==> config.mk <==
export PLATFORM = sky130hd
export DESIGN_NAME = alu_execute_unit_flat
export DESIGN_NICKNAME = d
export VERILOG_FILES = /design/src/rtl/alu_execute_unit_if.sv /design/src/rtl/alu_execute_unit.sv /design/src/flat_wrapper.sv
export SDC_FILE = /design/constraint.sdc
export NUM_CORES = 1
export LEC_CHECK = 0
export CORE_ASPECT_RATIO = 1.1
export CORE_MARGIN = 2
export CORE_UTILIZATION = 40
export CTS_CLUSTER_DIAMETER = 60
export DETAILED_ROUTE_END_ITERATION = 10
export HOLD_SLACK_MARGIN = 0.05
export PLACE_DENSITY = 0.62
export SLEW_MARGIN = 20
export SYNTH_ARGS = -nofsm -noshare
export SYNTH_HDL_FRONTEND = slang
export SYNTH_SLANG_ARGS = --single-unit
==> constraint.sdc <==
create_clock -name clk -period 5.35 [get_ports clk]
set_input_delay 0.535 -clock clk [delete_from_list [all_inputs] [get_ports clk]]
set_output_delay 0.535 -clock clk [all_outputs]
set_load 0.05 [all_outputs]
==> src/rtl/alu_execute_unit_if.sv <==
// Issue and forwarding bus between the reservation station and the execution unit.
interface alu_execute_unit_if;
   logic [41:0] inOperation;
   logic        inOperationValid;
   logic [22:0] forward;
   logic [2:0]  pending;

   modport master (
      output inOperation,
      output inOperationValid,
      input  forward,
      input  pending
   );

   modport slave (
      input  inOperation,
      input  inOperationValid,
      output forward,
      output pending
   );
endinterface

==> src/rtl/alu_execute_unit.sv <==
// Single-lane integer execution unit: single-cycle ALU ops, a two-register multiply
// pipeline and a small result queue that absorbs completion collisions without stalling.
module alu_execute_unit #(
   parameter int unsigned QUEUE_DEPTH = 4,
   parameter int unsigned MUL_LATENCY = 3
) (
   input logic            clk,
   input logic            reset,
   input logic            flush,
   alu_execute_unit_if.slave bus
);
   localparam int unsigned CandN = QUEUE_DEPTH + 2;
   localparam int unsigned CntW  = $clog2(CandN + 1);

   localparam logic [3:0] OpAdd = 4'h0;
   localparam logic [3:0] OpSub = 4'h1;
   localparam logic [3:0] OpAnd = 4'h2;
   localparam logic [3:0] OpOr  = 4'h3;
   localparam logic [3:0] OpXor = 4'h4;
   localparam logic [3:0] OpShl = 4'h5;
   localparam logic [3:0] OpShr = 4'h6;
   localparam logic [3:0] OpSlt = 4'h7;
   localparam logic [3:0] OpMul = 4'h8;

   typedef struct packed {
      logic [5:0]  tag;
      logic [15:0] value;
   } result_t;

   logic [3:0]  op;
   logic [5:0]  tag;
   logic [15:0] a, b;
   assign op  = bus.inOperation[41:38];
   assign tag = bus.inOperation[37:32];
   assign a   = bus.inOperation[31:16];
   assign b   = bus.inOperation[15:0];

   logic is_mul, sc_valid;
   assign is_mul   = bus.inOperationValid && (op == OpMul);
   assign sc_valid = bus.inOperationValid && (op != OpMul);

   logic [15:0] sc_value;
   result_t     sc_res;

   // Single-cycle result; reserved opcodes produce zero.
   always_comb begin
      sc_value = 16'h0000;
      case (op)
         OpAdd:   sc_value = a + b;
         OpSub:   sc_value = a - b;
         OpAnd:   sc_value = a & b;
         OpOr:    sc_value = a | b;
         OpXor:   sc_value = a ^ b;
         OpShl:   sc_value = a << b[3:0];
         OpShr:   sc_value = a >> b[3:0];
         OpSlt:   sc_value = ($signed(a) < $signed(b)) ? 16'h0001 : 16'h0000;
         default: sc_value = 16'h0000;
      endcase
   end
   assign sc_res = '{tag: tag, value: sc_value};

   // Multiply pipeline: m1 holds operands, m2 holds the finished product.
   logic        m1_valid_q, m2_valid_q;
   logic [5:0]  m1_tag_q;
   logic [15:0] m1_a_q, m1_b_q;
   logic [15:0] m1_prod;
   result_t     m2_q;
   assign m1_prod = m1_a_q * m1_b_q;

   result_t        q_q [QUEUE_DEPTH];
   result_t        q_d [QUEUE_DEPTH];
   logic [CntW-1:0] q_cnt_q, q_cnt_d;
   result_t        cand [CandN];
   logic [CntW-1:0] cand_cnt;
   logic [22:0]    forward_q;
   logic [2:0]     pending_q, pending_d;

   // Candidate list in priority order: queued results, m2 product, this cycle's ALU result.
   // The head goes to forward; everything behind it becomes the next queue.
   always_comb begin
      cand_cnt = q_cnt_q + CntW'(m2_valid_q) + CntW'(sc_valid);
      for (int i = 0; i < CandN; i++) begin
         cand[i] = '0;
      end
      for (int i = 0; i < QUEUE_DEPTH; i++) begin
         if (CntW'(i) < q_cnt_q) cand[i] = q_q[i];
      end
      for (int i = 0; i < CandN; i++) begin
         if (m2_valid_q && (CntW'(i) == q_cnt_q)) cand[i] = m2_q;
         if (sc_valid && (CntW'(i) == q_cnt_q + CntW'(m2_valid_q))) cand[i] = sc_res;
      end
      for (int i = 0; i < QUEUE_DEPTH; i++) begin
         q_d[i] = cand[i + 1];
      end
      if (cand_cnt == '0) begin
         q_cnt_d = '0;
      end else if (cand_cnt - CntW'(1) > CntW'(QUEUE_DEPTH)) begin
         q_cnt_d = CntW'(QUEUE_DEPTH);
      end else begin
         q_cnt_d = cand_cnt - CntW'(1);
      end
      pending_d = 3'(q_cnt_d) + 3'(is_mul) + 3'(m1_valid_q);
   end

   // Control state and registered outputs; reset and flush clear identically.
   always_ff @(posedge clk) begin
      if (reset || flush) begin
         m1_valid_q <= 1'b0;
         m2_valid_q <= 1'b0;
         q_cnt_q    <= '0;
         forward_q  <= '0;
         pending_q  <= '0;
      end else begin
         m1_valid_q <= is_mul;
         m2_valid_q <= m1_valid_q;
         q_cnt_q    <= q_cnt_d;
         pending_q  <= pending_d;
         if (cand_cnt != '0) begin
            forward_q <= {1'b1, cand[0]};
         end else begin
            forward_q[22] <= 1'b0;
         end
      end
   end

   // Datapath registers; their contents are qualified by the valids and counts above.
   always_ff @(posedge clk) begin
      if (is_mul) begin
         m1_tag_q <= tag;
         m1_a_q   <= a;
         m1_b_q   <= b;
      end
      m2_q <= '{tag: m1_tag_q, value: m1_prod};
      for (int i = 0; i < QUEUE_DEPTH; i++) begin
         q_q[i] <= q_d[i];
      end
   end

   assign bus.forward = forward_q;
   assign bus.pending = pending_q;

   // A push into a full queue would silently lose a completion.
   a_no_overflow: assert property (@(posedge clk) disable iff (reset || flush)
      (cand_cnt <= CntW'(QUEUE_DEPTH + 1)))
      else $error("alu_execute_unit: result queue overflow");

   a_params: assert property (@(posedge clk) (QUEUE_DEPTH >= 3) && (MUL_LATENCY == 3))
      else $error("alu_execute_unit: illegal parameters");
endmodule

==> src/flat_wrapper.sv <==
// flat-port wrapper written by rule: the top's interface ports become plain ports
module alu_execute_unit_flat 
#(
   parameter int unsigned QUEUE_DEPTH = 4,
   parameter int unsigned MUL_LATENCY = 3
)
  (clk, reset, flush, bus_inOperation, bus_inOperationValid, bus_forward, bus_pending);
  alu_execute_unit_if bus_i ();
  input logic clk;
  input logic reset;
  input logic flush;
  input wire logic [$bits(bus_i.inOperation)-1:0] bus_inOperation;
  input wire logic [$bits(bus_i.inOperationValid)-1:0] bus_inOperationValid;
  output wire logic [$bits(bus_i.forward)-1:0] bus_forward;
  output wire logic [$bits(bus_i.pending)-1:0] bus_pending;
  assign bus_i.inOperation = bus_inOperation;
  assign bus_i.inOperationValid = bus_inOperationValid;
  assign bus_forward = bus_i.forward;
  assign bus_pending = bus_i.pending;
  alu_execute_unit #(.QUEUE_DEPTH(QUEUE_DEPTH), .MUL_LATENCY(MUL_LATENCY)) u_core (.clk(clk), .reset(reset), .flush(flush), .bus(bus_i));
endmodule
-- Word-level counts from Yosys, hierarchy flattened
Memories as Yosys holds them, arrays and structs flattened.
Cells that the tools add are included.
- add/subtract/negate cells: 7
- multipliers: 1
- divide/modulo/power cells: 0
- order comparisons: 6
- equal/unequal tests: 17
- shift operators: 2
- multiplexer cells: 19
- bitwise logic cells: 3
- reductions and logical operators: 18
- operators with widths (cell ; count):
    $mux W22 ; 14
    $pmux W16 S8 ; 1
    $add A16 B16 Y16 ; 1
    $and A16 B16 Y16 ; 1
    $eq A4 B3 Y1 const B ; 4
    $lt A16 B16 Y1 ; 1
    $mul A16 B16 Y16 ; 1
    $or A16 B16 Y16 ; 1
    $shl A16 B4 Y16 ; 1
    $shr A16 B4 Y16 ; 1
    $sub A16 B16 Y16 ; 1
    $xor A16 B16 Y16 ; 1
    $add A3 B1 Y3 ; 4
    $eq A2 B3 Y1 const A ; 4
    $logic_and A1 B1 Y1 ; 12
    $logic_not A3 Y1 ; 3
    $eq A4 B2 Y1 const B ; 2
    $eq A1 B3 Y1 const A ; 2
    $eq A3 B3 Y1 const A ; 2
    $lt A1 B3 Y1 const A ; 2
    $lt A2 B3 Y1 const A ; 2
    $mux W3 ; 2
    $eq A4 B1 Y1 const B ; 1
    $eq A4 B4 Y1 const B ; 1
    7 further kinds ; 8
- register bits: 91
- bits in latches: 0
- RAM bits: 88
- memory bits (read-only): 0
- logic and storage cells: 85
- memories kept: 1
- memory list (name ; words ; width ; read ports ; clocked after Yosys merged registers in ; write ports ; RTL line ; text):
    u_core.q_q ; 4 ; 22 ; 4 ; 0 ; 4 ; alu_execute_unit.sv:70 ; result_t q_q [QUEUE_DEPTH];

-- Logic depth before layout (Yosys ltp)
Gate-level depths: netlist of the first run.
- depth in word-level cells: 9
- depth in mapped cells: 21
- mapped depth without buffers: 20

-- Worst setup path before layout of the first run
No wires, ideal clock.
- kind: reg2reg
- start: reg u_core.m1_b_q[1]
- end: reg u_core.m2_q[15] (netlist name)
- setup time: 0.072 ns
- arrival time: 4.825 ns
- path slack: 0.452 ns
- stages on the path, launching flop included: 19
- path through: edfxtp_1 > clkbuf_1 > and2_1 > fa_1 > inv_1 > fa_1 > inv_1 > fa_1 > fa_1 > inv_1 > fa_1 > fa_1 > xor2_1 > xnor2_1 > xnor2_1 > xnor2_1 > xnor2_1 > xnor2_1 > xnor2_1
- longest elaborated chain between the ends: 1
- RTL lines (element ; RTL line ; text):
    start: declaration ; alu_execute_unit.sv:65 ; logic [15:0] m1_a_q, m1_b_q;
    start signal: assignment ; alu_execute_unit.sv:131 ; m1_b_q <= b;
    $mul A16 B16 Y16 ; alu_execute_unit.sv:68 ; assign m1_prod = m1_a_q * m1_b_q;
    named net u_core.m1_prod[15] ; alu_execute_unit.sv:66 ; logic [15:0] m1_prod;
    end signal: assignment ; alu_execute_unit.sv:133 ; m2_q <= '{tag: m1_tag_q, value: m1_prod};
    end: declaration ; alu_execute_unit.sv:67 ; result_t m2_q;
The timed path passes the listed nets, and every way through them passes these cells.
A chain may end at the register's enable or synchronous reset.

-- Worst setup path in the final report of the first run
- start: reg u_core.m1_b_q[3]
- end: reg u_core.m2_q[15] (netlist name)
Same word-level chain as after synthesis.

==> flow_summary.yaml, run 1 <==
drt:
  wl_per_cell_um: 20.6
  drt_pass1_iterations: 6
  postRouteWirelength_um: 43500
  vias_per_cell: 5.79
  final_antenna_net_count: 0
  drt_iter0_drc: 1052
  drc: 0
  dr_total_vias: 12200
timing:
  maxSlewViolCount: 0
  timing.fmax_mhz: 197
  tightest_slew_ns: 1.14
  layout_min_cycle_time_ns: 5.08
  final.setup.tns_ns: 0
  relSlewSlack_pct: 23.7
  post-route-period-util_pct: 95.0
  clock_skew_ns: 0.0133
  hold_violations: 0
  rsz0062_at_grt: "no"
  setup_viol_count_final: 0
die:
  start_util_pct: 40.4
  die_h_um: 202
  dieArea_mm2: 0.0371
  num_rows: 72
  dieWidth_um: 184
  io_pins: 72
  core_mm2: 0.0351
power_and_ir_drop:
  pwr-share-seq_pct: 37.1
  p_switching_mw: 1.55
  leakage_nw: 6.68
  p_int_mw: 2.70
  ir_drop_uv: 239
  pwr_density_cell_mw_per_mm2: 266
  pwr-share-clk_pct: 30.3
  netSwitchingFraction_pct: 36.5
  pwr-share-comb_pct: 32.6
clock_tree:
  cts.path.max_buffers: 2
  hold_buffers: 0
  cts_tree: "built"
  path_clk_slew_ns: 0.07
  cts_buffers: 17
  htree_levels: 4
  cts-root-buf: "clkbuf_16"
  postCtsSetupBuffers: 0
  cts_resized: 0
  cts.sinks: 179
  insertion_delay_ns: 0.45
cells_and_area:
  drive_gt1_share_pct: 8.09
  final_util_pct: 45.6
  fillerInstances: 3400
  syn2layout_area_growth_pct: 12.6
  fin_nets: 1890
  antenna-diode-count: 0
global_route:
  grt_pass1_vias: 11900
  grt_overflow: 0
  grt_pass1_wl_um: 67900
  grt_max_degree: 49
  grt_antenna_before_repair: 0
  grtUsageTotal_pct: 23.7
synth:
  ys_seq_area_share_pct: 27.9
  synth_ff_type: "dfxtp_1"
  ys_types: 86
  synth.avg_cell_area_um2: 8.75
  netlist.area_leader.share_pct: 19.9
  ys_top_cells_by_count: "nand2_1 (163), inv_1 (162), dfxtp_1 (141)"
  synthTopCellsByArea: "dfxtp_1 (20%), fa_1 (12%), ha_1 (9.3%)"
  yosysWarnings: 0
  synth_most_common_cell: "nand2_1"
  netlist_area_mm2: 0.0142
  synth_edf_count: 38
  synth_fp_nets: 1859
  async_flop_share_pct: 0
  ys_ff_latch: 179
  netlist_instances: 1624
  synth_largest_area_cell: "dfxtp_1"
worst_hold_path:
  hold_class: "flip-flop to flip-flop"
placement:
  io_buffers: 71
  place.gp.congestion: 0.954
  hpwlAfterDp_um: 32200
setup_path:
  rrSetupSlack_ns: 0.27
  start_kind: "flip-flop"
  cp_data_required_time_ns: 5.72
  end_kind: "flip-flop"
  path_max_fanout: 13
  cp_data_arrival_time_ns: 5.46
  critPathKind: "flip-flop to flip-flop"
outcome:
  outcome: "finished clean"
run:
  drv_cap: 0
-- per-layer routing --
layer	part of all wire, %	track usage (%)
met3	5.0	2.71
met2	49	40.0
met1	42	30.4
met4	4.2	10.5
met5	0	0
-- through the flow --
step / instances / setup WS (ns) / area, µm² / hold slack (ns) / power, mW
floorplan: 1624 / 0.452 / 14200 / 0.323 / 2.55
global placement: 2073 / 0.263 / 15300 / 0.324 / 2.96
detailed placement: 2073 / 0.178 / 15300 / 0.328 / 2.99
CTS: 2105 / 0.179 / 16000 / 0.340 / 4.27
global route: 2112 / 0.0126 / 16000 / 0.349 / 4.50
finish: 2112 / 0.267 / 16000 / 0.336 / 4.25
-- layout make-up --
cell class                 instances  area, µm²  area share [%]
multi-input combinational       1178       9220            57.6
sequential                       179       3960            24.8
timing repair buffer             116       1040            6.52
inverter                         163        612            3.82
tap                              444        556            3.47
clock buffer                      17        425            2.66
clock inverter                    15        186            1.16
-- cells by family after synthesis --
group / count (synthesis) / synth area share (%)
AOI/OAI and AO/OA: 378 / 18.7
xor gates and xnor gates: 49 / 3.02
adders and majority gates: 189 / 21.0
buffers and inverters: 267 / 7.62
DFF: 179 / 27.9
muxes: 47 / 4.17
and+or+nand+nor: 515 / 17.6
-- power groups by stage --
stage               clock, mW  combinational (mW)  sequential (mW)
finish                   1.29                1.38             1.58
global route             1.36                1.55             1.59
CTS                      1.31                1.38             1.58
detailed placement          0                1.38             1.61
global placement            0                1.35             1.61
floorplan                   0               0.966             1.59
-- path summary, 6_finish.rpt --
check / from / to / cells after the start
hold / removal: u_core.m1_tag_q[3] / u_core.m2_q[19] / 0
hold reg to reg: u_core.m1_tag_q[3] / u_core.m2_q[19] / 0
setup reg to reg: u_core.m1_b_q[3] / u_core.m2_q[15] / 17
setup / recovery: u_core.m1_b_q[3] / u_core.m2_q[15] / 17
-- critical path, cell delays in order, from the launching register on --
cell and delay (ns):
edfxtp_1 0.60, and2_1 0.25, fa_1 0.49, inv_1 0.06, fa_1 0.53, inv_1 0.05, fa_1 0.48, fa_1 0.54
inv_1 0.05, fa_1 0.45, fa_1 0.39, xor2_1 0.17, xnor2_1 0.19, xnor2_1 0.16, xnor2_1 0.15, xnor2_1 0.15
xnor2_1 0.18, xnor2_1 0.14
-- registers in the layout, summed over array words and instances (netlist names) --
name                cells
u_core.q_q             88
u_core.bus.forward     23
u_core.m2_q            22
u_core.m1_a_q          16
u_core.m1_b_q          16
u_core.m1_tag_q         6
u_core.bus.pending      3
u_core.q_cnt_q          3
u_core.m1_valid_q       1
u_core.m2_valid_q       1
-- placed cells by master (no fill, tap or decap), types with 48 or more instances in the layout --
| cell | synthesis | layout |
|---|---|---|
| dfxtp_1 | 141 | 141 |
| and2_1 | 69 | 69 |
| fa_1 | 83 | 83 |
| a221oi_1 | 58 | 58 |
| ha_1 | 106 | 106 |
| a21oi_1 | 91 | 91 |
| o21ai_0 | 48 | 48 |
| nand2_1 | 163 | 163 |
| inv_1 | 162 | 162 |
| nor2_1 | 130 | 128 |
| clkdlybuf4s50_1 | 0 | 70 |
(Power assumes the default switching activity.)
==> inputs of run 2 (changes only) <==
- CORE_MARGIN: 2 -> unset
- HOLD_SLACK_MARGIN: 0.05 -> 0.08
==> run 2 against run 1 <==
Compared with the run above:
- non-clock buffer count is 1 higher
- clock power hardly changed
- global-route usage is 0.66 points higher
- critical path depth is 1 higher
- combinational power hardly changed
==> flow_summary.yaml, run 2 (synthesis gave the netlist of run 1 again) <==
drt:
  vias_per_cell: 5.80
  wl_met1_um: 18500
  dr_total_vias: 12300
  wl_per_cell_um: 20.6
  drt_pass1_iterations: 6
  top_layer_used: "met4"
  postRouteWirelength_um: 43500
  dr_wl_met3_um: 2270
  route.met2.wl_um: 21400
  final_antenna_net_count: 0
  drc: 0
  drt_iter0_drc: 1125
clock_tree:
  path_clk_slew_ns: 0.08
  cts.path.max_buffers: 2
  cts_tree: "built"
  cts_resized: 0
  postCtsSetupBuffers: 0
  cts_buffers: 17
  cts.sinks: 179
  hold_buffers: 0
  htree_levels: 4
  insertion_delay_ns: 0.44
  cts-root-buf: "clkbuf_16"
placement:
  place.gp.congestion: 0.958
  io_buffers: 71
  place_worst_setup_slack_ns: 0.174
  hpwlAfterDp_um: 32200
timing:
  maxSlewViolCount: 0
  final.setup.tns_ns: 0
  rsz0062_at_grt: "no"
  post-route-period-util_pct: 96.0
  clock_skew_ns: 0.0126
  timing.fmax_mhz: 195
  layout_min_cycle_time_ns: 5.14
  setup_viol_count_final: 0
  hold_violations: 0
  relSlewSlack_pct: 23.5
  tightest_slew_ns: 1.15
  worst_slack_ns: 0.212
global_route:
  grt_max_degree: 49
  grt_antenna_before_repair: 0
  grtUsageTotal_pct: 24.3
  grt_overflow: 0
  grt_pass1_wl_um: 68100
  grt_pass1_vias: 12100
cells_and_area:
  fin_nets: 1891
  antenna-diode-count: 0
  largest_reg_flops: 88
  drive_gt1_share_pct: 8.09
  layout_common_cells: "nand2_1 (163), inv_1 (162), dfxtp_1 (141)"
  top_register: "u_core.q_q"
  syn2layout_area_growth_pct: 12.8
  final_common_cell: "nand2_1"
  fillerInstances: 3318
setup_path:
  critPathKind: "flip-flop to flip-flop"
  startpoint: "u_core.m1_b_q[2]"
  path_max_fanout: 10
  crit_path_max_incr_delay_ns: 0.54
  cp_data_arrival_time_ns: 5.51
  cpLargestDelayFamily: "adder cells"
  timing.rr.start: "u_core.m1_b_q[2]"
  cp_data_required_time_ns: 5.73
  start_kind: "flip-flop"
  cp_slowest_cell: "edfxtp_1"
  end_kind: "flip-flop"
  path_buf_inv: 4
  crit_path_cell_trace: "buf_4 -> and2_1 -> fa_1 -> inv_1 -> fa_1 -> inv_1 -> fa_1 -> fa_1 -> inv_1 -> fa_1 -> fa_1 -> xor2_1 -> xnor2_1 -> xnor2_1 -> xnor2_1 -> xnor2_1 -> xnor2_1 -> xnor2_1"
power_and_ir_drop:
  leakage_nw: 6.69
  p_int_mw: 2.74
  pwr-share-clk_pct: 30.7
  pwr-share-seq_pct: 37.0
  ir_drop_uv: 283
  pwr-share-comb_pct: 32.3
  pwr_density_cell_mw_per_mm2: 266
  netSwitchingFraction_pct: 35.9
  p_switching_mw: 1.53
worst_hold_path:
  hold_class: "flip-flop to flip-flop"
  hold_path_startpoint: "u_core.m1_tag_q[1]"
run:
  drv_cap: 0
outcome:
  outcome: "finished clean"
die:
  core_mm2: 0.0350
  die_h_um: 200
  num_rows: 72
  io_pins: 72
  dieArea_mm2: 0.0363
  dieWidth_um: 182
  start_util_pct: 40.6
[run 2: cell count changes in the layout (fill, tap and decap cells not counted), sizes merged]
cell / before / now
buf: 46 / 47
bufinv: 1 / 2
clkinv: 6 / 8
inv: 171 / 168
[run 2: final timing paths]
check	end	slack (ns)	cells past startpoint
max	u_core.m2_q[15]	0.21	18
max reg2reg	u_core.m2_q[15]	0.21	18
min	u_core.m2_q[17]	0.33	0
min reg2reg	u_core.m2_q[17]	0.33	0
[run 2: power groups by stage]
stage / clock network (mW) / logic (mW) / registers [mW]
2_1_floorplan: 0 / 0.966 / 1.59
3_3_place_gp: 0 / 1.34 / 1.61
3_5_place_dp: 0 / 1.37 / 1.61
4_1_cts: 1.32 / 1.38 / 1.58
5_1_grt: 1.38 / 1.53 / 1.59
6_report: 1.31 / 1.38 / 1.58
[run 2: area by class of cell]
type / count / area [µm²] / share of cell area, %
clock buffers: 17 / 425 / 2.65
clock inverters: 15 / 193 / 1.20
inverters: 163 / 612 / 3.82
multi-input cells: 1178 / 9230 / 57.6
flip-flops and latches: 179 / 3960 / 24.7
well taps: 444 / 556 / 3.47
repair buffers: 117 / 1050 / 6.56
[run 2: metal layers]
layer,GRT usage (%),vias up
met5,0,-
met4,9.98,0
met3,2.88,75
met2,42.3,444
met1,30.6,5995
li1,-,5745
[run 2: through the flow]
step	std cells	hold slack (ns)	power, mW	area [µm²]	utilization [%]
finish	2113	0.334	4.27	16000	45.7
global route	2113	0.349	4.50	16000	45.7
CTS	2103	0.342	4.28	16000	45.5
detailed placement	2071	0.329	2.98	15300	43.8
global placement	2071	0.325	2.96	15300	43.8
floorplan	1624	0.323	2.55	14200	-
==> inputs of run 3 (changes only) <==
- CTS_CLUSTER_SIZE: unset -> 25
- HOLD_SLACK_MARGIN: 0.08 -> 0.03
==> results of run 3 <==
No change in the layout: final DEF, timing and power equal those of run 2.
